## config.mk

```make
export PLATFORM = sky130hd
export DESIGN_NAME = axi_w_drain
export DESIGN_NICKNAME = d
export VERILOG_FILES = /design/src/rtl/axi_w_drain_pkg.sv /design/src/rtl/axi_w_drain.sv
export SDC_FILE = /design/constraint.sdc
export NUM_CORES = 1
export LEC_CHECK = 0
export ABC_AREA = 1
export CORE_ASPECT_RATIO = 1.25
export CORE_UTILIZATION = 39
export CTS_CLUSTER_SIZE = 16
export DETAILED_ROUTE_END_ITERATION = 10
export GPL_TIMING_DRIVEN = 0
export PLACE_DENSITY = 0.81
export REMOVE_ABC_BUFFERS = 1
export SYNTH_ARGS = -nofsm -noshare
export SYNTH_HDL_FRONTEND = slang
export SYNTH_SLANG_ARGS = --single-unit
```

## constraint.sdc

```tcl
create_clock -name clk -period 1.7 [get_ports clk]
set_clock_uncertainty 0.15 [all_clocks]
set_input_delay 0.34 -clock clk [delete_from_list [all_inputs] [get_ports clk]]
set_output_delay 0.34 -clock clk [all_outputs]
set_load 0.05 [all_outputs]
```

## src/rtl/axi_w_drain_pkg.sv

```systemverilog
// Shared types for the AXI W-channel drain: FSM state encoding and default burst-length width.
package axi_tb_pkg;

  typedef enum logic [1:0] {
    IDLE      = 2'd0,
    BURST     = 2'd1,
    WAIT_LAST = 2'd2
  } state_t;

  localparam int LENW_DEFAULT = 8;

endpackage

```

## src/rtl/axi_w_drain.sv

```systemverilog
// Drains one burst of words from an upstream FIFO onto an AXI4 W channel, one register stage.
// Optional FIFO-starvation counter enabled by defining AXI_W_DRAIN_UNDERRUN_EN.
module axi_w_drain
  import axi_tb_pkg::*;
#(
  parameter int WIDTH = 32,
  parameter int LENW  = LENW_DEFAULT
) (
  input  logic               clk,
  input  logic               reset,
  input  logic               cmd_valid,
  output logic               cmd_ready,
  input  logic [LENW-1:0]    cmd_len,
  input  logic [WIDTH/8-1:0] cmd_strb,
  input  logic               fifo_empty,
  input  logic [WIDTH-1:0]   fifo_rdata,
  output logic               fifo_read,
  output logic [WIDTH-1:0]   m_wdata,
  output logic [WIDTH/8-1:0] m_wstrb,
  output logic               m_wlast,
  output logic               m_wvalid,
  input  logic               m_wready,
  output logic               busy,
  output logic               done,
  output logic [15:0]        underrun_cnt
);

  localparam int SW = WIDTH / 8;
  localparam logic [LENW:0] ONE = {{LENW{1'b0}}, 1'b1};

  state_t           state_q, state_d;
  logic [LENW:0]    pops_left_q, pops_left_d;
  logic [SW-1:0]    strb_q, strb_d;
  logic [WIDTH-1:0] wdata_q, wdata_d;
  logic [SW-1:0]    wstrb_q, wstrb_d;
  logic             wlast_q, wlast_d;
  logic             wvalid_q, wvalid_d;
  logic             done_q, done_d;
  logic             hs;

  assign hs = wvalid_q & m_wready;

  // A pop is only issued when the output register is free or being emptied this cycle.
  always_comb begin
    fifo_read = (state_q == BURST) && !fifo_empty && (pops_left_q != '0) &&
                (!wvalid_q || m_wready) && !reset;
  end

  always_comb begin
    state_d     = state_q;
    pops_left_d = pops_left_q;
    strb_d      = strb_q;
    wdata_d     = wdata_q;
    wstrb_d     = wstrb_q;
    wlast_d     = wlast_q;
    wvalid_d    = wvalid_q;
    done_d      = 1'b0;
    cmd_ready   = 1'b0;

    case (state_q)
      IDLE: begin
        cmd_ready = 1'b1;
        if (cmd_valid) begin
          pops_left_d = {1'b0, cmd_len} + ONE;
          strb_d      = cmd_strb;
          state_d     = BURST;
        end
      end
      BURST: begin
        if (fifo_read && pops_left_q == ONE) state_d = WAIT_LAST;
      end
      WAIT_LAST: begin
        if (hs && wlast_q) begin
          state_d = IDLE;
          done_d  = 1'b1;
        end
      end
      default: state_d = IDLE;
    endcase

    if (fifo_read) begin
      wdata_d     = fifo_rdata;
      wstrb_d     = strb_q;
      wlast_d     = (pops_left_q == ONE);
      wvalid_d    = 1'b1;
      pops_left_d = pops_left_q - ONE;
    end else if (hs) begin
      wvalid_d = 1'b0;
    end
  end

  always_ff @(posedge clk) begin
    if (reset) begin
      state_q     <= IDLE;
      pops_left_q <= '0;
      strb_q      <= '0;
      wdata_q     <= '0;
      wstrb_q     <= '0;
      wlast_q     <= 1'b0;
      wvalid_q    <= 1'b0;
      done_q      <= 1'b0;
    end else begin
      state_q     <= state_d;
      pops_left_q <= pops_left_d;
      strb_q      <= strb_d;
      wdata_q     <= wdata_d;
      wstrb_q     <= wstrb_d;
      wlast_q     <= wlast_d;
      wvalid_q    <= wvalid_d;
      done_q      <= done_d;
    end
  end

  assign m_wdata  = wdata_q;
  assign m_wstrb  = wstrb_q;
  assign m_wlast  = wlast_q;
  assign m_wvalid = wvalid_q;
  assign done     = done_q;
  assign busy     = (state_q != IDLE);

`ifdef AXI_W_DRAIN_UNDERRUN_EN
  logic [15:0] underrun_q, underrun_d;

  always_comb begin
    underrun_d = underrun_q;
    if (state_q == BURST && pops_left_q != '0 && fifo_empty && underrun_q != 16'hFFFF)
      underrun_d = underrun_q + 16'd1;
  end

  always_ff @(posedge clk) begin
    if (reset) underrun_q <= '0;
    else       underrun_q <= underrun_d;
  end

  assign underrun_cnt = underrun_q;
`else
  assign underrun_cnt = 16'h0000;
`endif

endmodule

```

==> flow_summary_export.csv, run 1 <==
group,metric,value,unit
outcome,status,"complete, but fails checks",
outcome,violations,"design-rule violations, negative setup slack",
global_routing,grt_max_degree,24,
setup_path,crit_cells,5,
finish,diodes,0,
setup_path,worst_path_most_repeated_cell,"nor2_4",
global_routing,grtUsageMet1,20.7,%
power_and_ir_drop,p_leak,1.58,nW
global_routing,grt_pass1_wl,11.0,mm
timing,fin_ws,-0.209,ns
setup_path,critical_path_buf_inv_count,2,
global_routing,overflow,0,
setup_path,crit_arrival,1.42,ns
timing,worst_pin_slew,0.587,ns
setup_path,crit_slowest_cell,"clkdlybuf4s50_1",
synthesis,synth_cell_types,29,
min_path,hp-class,"in -> reg",
clock_network,cts_tree,"built",
die,die-area,7030,um^2
global_routing,busiest_layer,"met2",
synthesis,ys.flop_type,"dfxtp_1",
place,place_hpwl,4.07,mm
detailed_routing,drc,2,
finish,drive_gt1_share,15.1,%
setup_path,max_stage_delay,0.44,ns
clock_network,path_clk_slew,0.10,ns
synthesis,synth.avg_cell_area,7.27,um^2
global_routing,grt_pass1_vias,2388,
timing,finalSetupTns,-3.23,ns
timing,slew_headroom,60.8,%
clock_network,clk_root_buffer_cell,"clkbuf_8",
detailed_routing,wl_per_cell,13.1,um
timing,finalSetupViolations,35,
synthesis,ys_async_sr_fraction,0,%
finish,final_cell_mix,"100 x nor2_1, 50 x dfxtp_1, 46 x clkdlybuf4s50_1",
setup_path,r2r_start,"pops_left_q[1]",
synthesis,synth_edf_count,0,
timing,report.final.slew_viol_count,0,
die,core.rowCount,33,
setup_path,worst_setup_path_end_kind,"primary output",
synthesis,yosysWarnings,0,
setup_path,path_max_fanout,3,
power_and_ir_drop,finalPower,3.01,mW
timing,fin_crit,1.91,ns
detailed_routing,wl,7.11,mm
setup_path,worstSetupStartpointType,"primary input",
synthesis,synthCells,359,
setup_path,crit_family,"buffers and inverters",
timing,period_share,112,%
synthesis,syn-cell-area,2610,um^2
synthesis,ys_seq_elements,54,
clock_network,htreeDepth,2,
global_routing,antenna_found_initial,0,
place,dp.cells,520,
timing,rsz0062_at_grt,"true",
setup_path,critPathLaunch,"fifo_empty",
finish,fin_cells,545,
timing,finalHoldViolCount,0,
die,start_util,40.0,%
global_routing,grt.total_usage,20.6,%
global_routing,use_met3,3.66,%
detailed_routing,drt_iter0_drc,89,
die,die_y,93.5,um
setup_path,path_class,"in -> out",
clock_network,cts_made_buffers,5,
global_routing,met2_usage,40.2,%
clock_network,clockBufferDepth,2,
detailed_routing,drt-vias-per-instance,4.71,
setup_path,reg2reg_depth,10,
setup_path,critPathRequiredTime,1.21,ns
die,boundaryPins,107,
finish,layout_commonest_cell,"nor2_1",
finish,final_nets,510,
place,place_congestion,0.819,
setup_path,path_cells,"clkdlybuf4s50_1 -> nor2_4 -> nand3_4 -> nor2_4 -> buf_8",
die,die_x,75.2,um
detailed_routing,drt_first_pass_iters,7,
power_and_ir_drop,powerDensity,811,nW/um^2
flow_run,drv_cap,0,
synthesis,seq_area_frac_synth,41.4,%
detailed_routing,num_vias,2569,
clock_network,cts_num_sinks,54,
power_and_ir_drop,vdd_drop_max,0.383,mV
finish,area.growth.synth_to_final,42.0,%
clock_network,clk_latency,0.30,ns
place,io_buffers,90,
setup_path,reg2reg_to,"m_wdata[10]",
setup_path,crit_end,"fifo_read",
setup_path,reg2reg_slack,-0.12,ns
detailed_routing,drtAntennaViolNets,0,
die,core_area,6520,um^2
finish,final_util,56.8,%
timing,clock.fmax,524,MHz
==> worst min-delay path by stage <==
stage / to / depth (start not counted) / startpoint
6_report: pops_left_q[2] / 2 / reset
5_1_grt: pops_left_q[7] / 2 / reset
4_1_cts: done / 3 / m_wready
3_5_place_dp: strb_q[1] / 2 / strb_q[1]
3_3_place_gp: strb_q[2] / 2 / strb_q[2]
2_1_floorplan: pops_left_q[2] / 1 / reset
==> what timing repair did <==
item | CTS | global route
pin swaps | 25 | 7
endpoints found under the setup margin | 96 | 74
buffers inserted | 6 | 4
gates resized for setup | 78 | 43
gates cloned | 7 | 0
hold buffers | 0 | 0
hold endpoints to repair | 0 | 0
==> layout make-up <==
class	instances	area [um^2]
inverters	25	101
clock buffers	6	72.6
multi-input cells	269	1370
well taps	87	109
repair buffers	100	943
clock inverters	2	13.8
repair inverters	2	15.0
flip-flops and latches	54	1090
fillers	657	2820
==> cell usage after synthesis, drive strengths merged, types with 2 or more instances <==
cell type,number,area (um^2)
nor2,109,439
dfxtp,54,1080
nand2,49,216
o21ai,49,249
buf,28,235
inv,24,90.1
nand3,17,90.1
a21oi,8,55.1
ha,4,50.1
xnor2,4,35.0
clkbuf,3,11.3
nor3,3,15.0
nand4,2,12.5
xor2,2,17.5
==> per-layer routing <==
layer / routed length [um] / vias to the layer above
met5: 0 / -
met4: 192 / 0
met3: 357 / 15
met2: 3780 / 79
met1: 2780 / 1170
li1: - / 1305
==> logic make-up (layout without fill, tap and decap cells) <==
group                    after synthesis  count (layout)  share of synthesized area (%)
AND/OR/NAND/NOR                      180             185                           29.6
AO/OA/AOI/OAI                         58              58                           11.9
other                                  1              16                          0.144
adder cells (fa/ha/maj)                4               4                           1.92
flip-flops                            54              54                           41.4
XOR/XNOR                               6               6                           2.01
buffers and inverters                 56             135                           13.0
==> power by group <==
group	total (mW)	internal, mW	switching (mW)
Clock	0.706	0.292	0.415
Sequential	1.38	1.34	0.0477
Combinational	0.916	0.322	0.594
==> per-stage QoR <==
step	setup slack (ns)	hold slack, ns	instance area [um^2]
finish	-0.209	0.275	3710
CTS	-0.232	0.316	3640
floorplan	-0.473	0.252	2420
global placement	-1.92	0.306	3430
global route	-0.267	0.281	3710
detailed placement	-1.90	0.317	3430
==> sequential cells by signal (all words and copies together), names as in the netlist <==
signal,flops
m_wvalid,1
m_wlast,1
done,1
state_q,2
m_wdata,32
pops_left_q,9
strb_q,4
m_wstrb,4
(Power assumes the default switching activity.)
==> inputs of run 2 (changes only) <==
--- a/config.mk
+++ b/config.mk
@@ -13,6 +13,7 @@
 export GPL_TIMING_DRIVEN = 0
 export PLACE_DENSITY = 0.81
 export REMOVE_ABC_BUFFERS = 1
+export SETUP_SLACK_MARGIN = 0.15
 export SYNTH_ARGS = -nofsm -noshare
 export SYNTH_HDL_FRONTEND = slang
 export SYNTH_SLANG_ARGS = --single-unit
==> run 2 against run 1 <==
Effect of this change:
- the flow still finishes with violations (design-rule violations, negative setup slack)
- final area increased by 9.6%
- routed wire length rose by 13%
- sequential share of layout area down 2.4 points
- worst setup slack improved by 0.012 ns
- critical path type is now reg -> out
==> flow_summary_export.csv, run 2 (same netlist as run 1, synthesis figures left out) <==
group,metric,value,unit
die,boundaryPins,107,
finish,final_nets,526,
detailed_routing,drtAntennaViolNets,0,
die,start_util,40.0,%
global_routing,grt.total_usage,22.1,%
detailed_routing,drt-vias-per-instance,4.83,
timing,report.final.slew_viol_count,0,
clock_network,path_clk_slew,0.10,ns
die,core_area,6520,um^2
detailed_routing,wl_per_cell,14.4,um
finish,layout_commonest_cell,"nor2_1",
place,place_hpwl,4.07,mm
setup_path,path_max_fanout,2,
setup_path,reg2reg_to,"pops_left_q[6]",
min_path,min_from,"reset",
global_routing,grt_pass1_wl,11.7,mm
timing,clock.fmax,527,MHz
finish,final_util,62.3,%
power_and_ir_drop,powerDensity,783,nW/um^2
global_routing,grt_max_degree,25,
clock_network,cts_num_sinks,54,
global_routing,grt_pass1_vias,2552,
place,place_congestion,0.819,
clock_network,clk_latency,0.30,ns
setup_path,critPathLaunch,"pops_left_q[0]",
finish,drive_gt1_share,34.6,%
finish,fin_cells,561,
setup_path,max_stage_delay,0.35,ns
setup_path,path_class,"reg -> out",
setup_path,reg2reg_slack,-0.16,ns
flow_run,drv_cap,0,
die,core.rowCount,33,
place,io_buffers,90,
global_routing,antenna_found_initial,0,
power_and_ir_drop,finalPower,3.18,mW
setup_path,crit_slowest_cell,"dfxtp_2",
finish,fill_cells,619,
setup_path,worstSetupStartpointType,"flop",
finish,diodes,0,
clock_network,cts_tree,"built",
setup_path,path_cells,"inv_2 -> ha_4 -> inv_2 -> nor2_1 -> nand2_1 -> nor2_4 -> nor2_4 -> buf_6",
timing,finalHoldViolCount,0,
timing,rsz0062_at_grt,"true",
die,die-area,7030,um^2
clock_network,hold_buffers,0,
detailed_routing,drc,2,
min_path,hp-class,"in -> reg",
timing,fin_hold_ws,0.268,ns
outcome,violations,"design-rule violations, negative setup slack",
finish,final_cell_mix,"77 x nor2_1, 47 x dfxtp_1, 44 x clkdlybuf4s50_1",
die,die_y,93.5,um
detailed_routing,num_vias,2707,
detailed_routing,drt_iter0_drc,86,
power_and_ir_drop,vdd_drop_max,0.390,mV
setup_path,crit_arrival,1.41,ns
timing,fin_ws,-0.198,ns
timing,period_share,112,%
min_path,hold_depth,2,
clock_network,cts_made_buffers,5,
place,dp.cells,520,
outcome,status,"complete, but fails checks",
die,die_x,75.2,um
setup_path,worst_setup_path_end_kind,"primary output",
setup_path,critPathRequiredTime,1.21,ns
finish,largest_reg_flops,32,
timing,fin_crit,1.90,ns
finish,area.growth.synth_to_final,55.6,%
global_routing,overflow,0,
detailed_routing,wl,8.07,mm
clock_network,htreeDepth,2,
detailed_routing,drt_first_pass_iters,7,
timing,finalSetupViolations,29,
setup_path,reg2reg_depth,15,
power_and_ir_drop,p_leak,1.72,nW
clock_network,clk_root_buffer_cell,"clkbuf_8",
min_path,hold_end,"pops_left_q[2]",
setup_path,r2r_start,"pops_left_q[0]",
timing,finalSetupTns,-1.90,ns
clock_network,clockBufferDepth,2,
## run 2: what timing repair did
item,in CTS,in global routing
pin swaps,20,20
gates resized for setup,206,106
endpoints found under the setup margin,96,73
buffers inserted,15,9
cloned,8,1
## run 2: area by class of cell
| class | instances | area [um^2] | area share [%] |
|---|---|---|---|
| Clock buffer | 6 | 72.6 | 1.79 |
| Clock inverter | 2 | 13.8 | 0.339 |
| Inverter | 25 | 106 | 2.62 |
| Multi-Input combinational cell | 271 | 1600 | 39.5 |
| Sequential cell | 54 | 1090 | 26.9 |
| Tap cell | 87 | 109 | 2.68 |
| Timing Repair Buffer | 115 | 1060 | 26.0 |
| Timing Repair inverter | 1 | 7.51 | 0.185 |
## run 2: per-stage QoR
stage	setup WS (ns)	instance area (um^2)
4_1_cts	-0.197	3950
6_report	-0.198	4060
5_1_grt	-0.276	4060
2_1_floorplan	-0.473	2420
3_3_place_gp	-1.92	3430
3_5_place_dp	-1.90	3430
## run 2: worst max-delay path by stage
stage	endpoint	slack [ns]	cells past startpoint
detailed placement	fifo_read	-1.90	5
CTS	fifo_read	-0.20	8
finish	fifo_read	-0.20	8
global placement	fifo_read	-1.92	5
global route	pops_left_q[1]	-0.28	14
floorplan	pops_left_q[3]	-0.47	8
## run 2: critical path, delay by kind of cell (launching register included)
family,cells,cell delay [ns]
adder cells (fa/ha/maj),1,0.15
buffers and inverters,3,0.27
flip-flops,1,0.35
AND/OR/NAND/NOR,4,0.33
## run 2: power breakdown
group	internal (mW)	total [mW]	switching [mW]
clock network	0.292	0.716	0.424
registers	1.34	1.39	0.0557
logic	0.397	1.07	0.677
total	2.03	3.18	1.16
## run 2: per-layer routing
layer | global-route usage [%] | up-vias | wire length (um)
met2 | 42.5 | 92 | 4360
li1 | - | 1337 | -
met3 | 3.77 | 21 | 370
met5 | 0 | - | 0
met1 | 21.9 | 1257 | 3070
met4 | 11.1 | 0 | 266
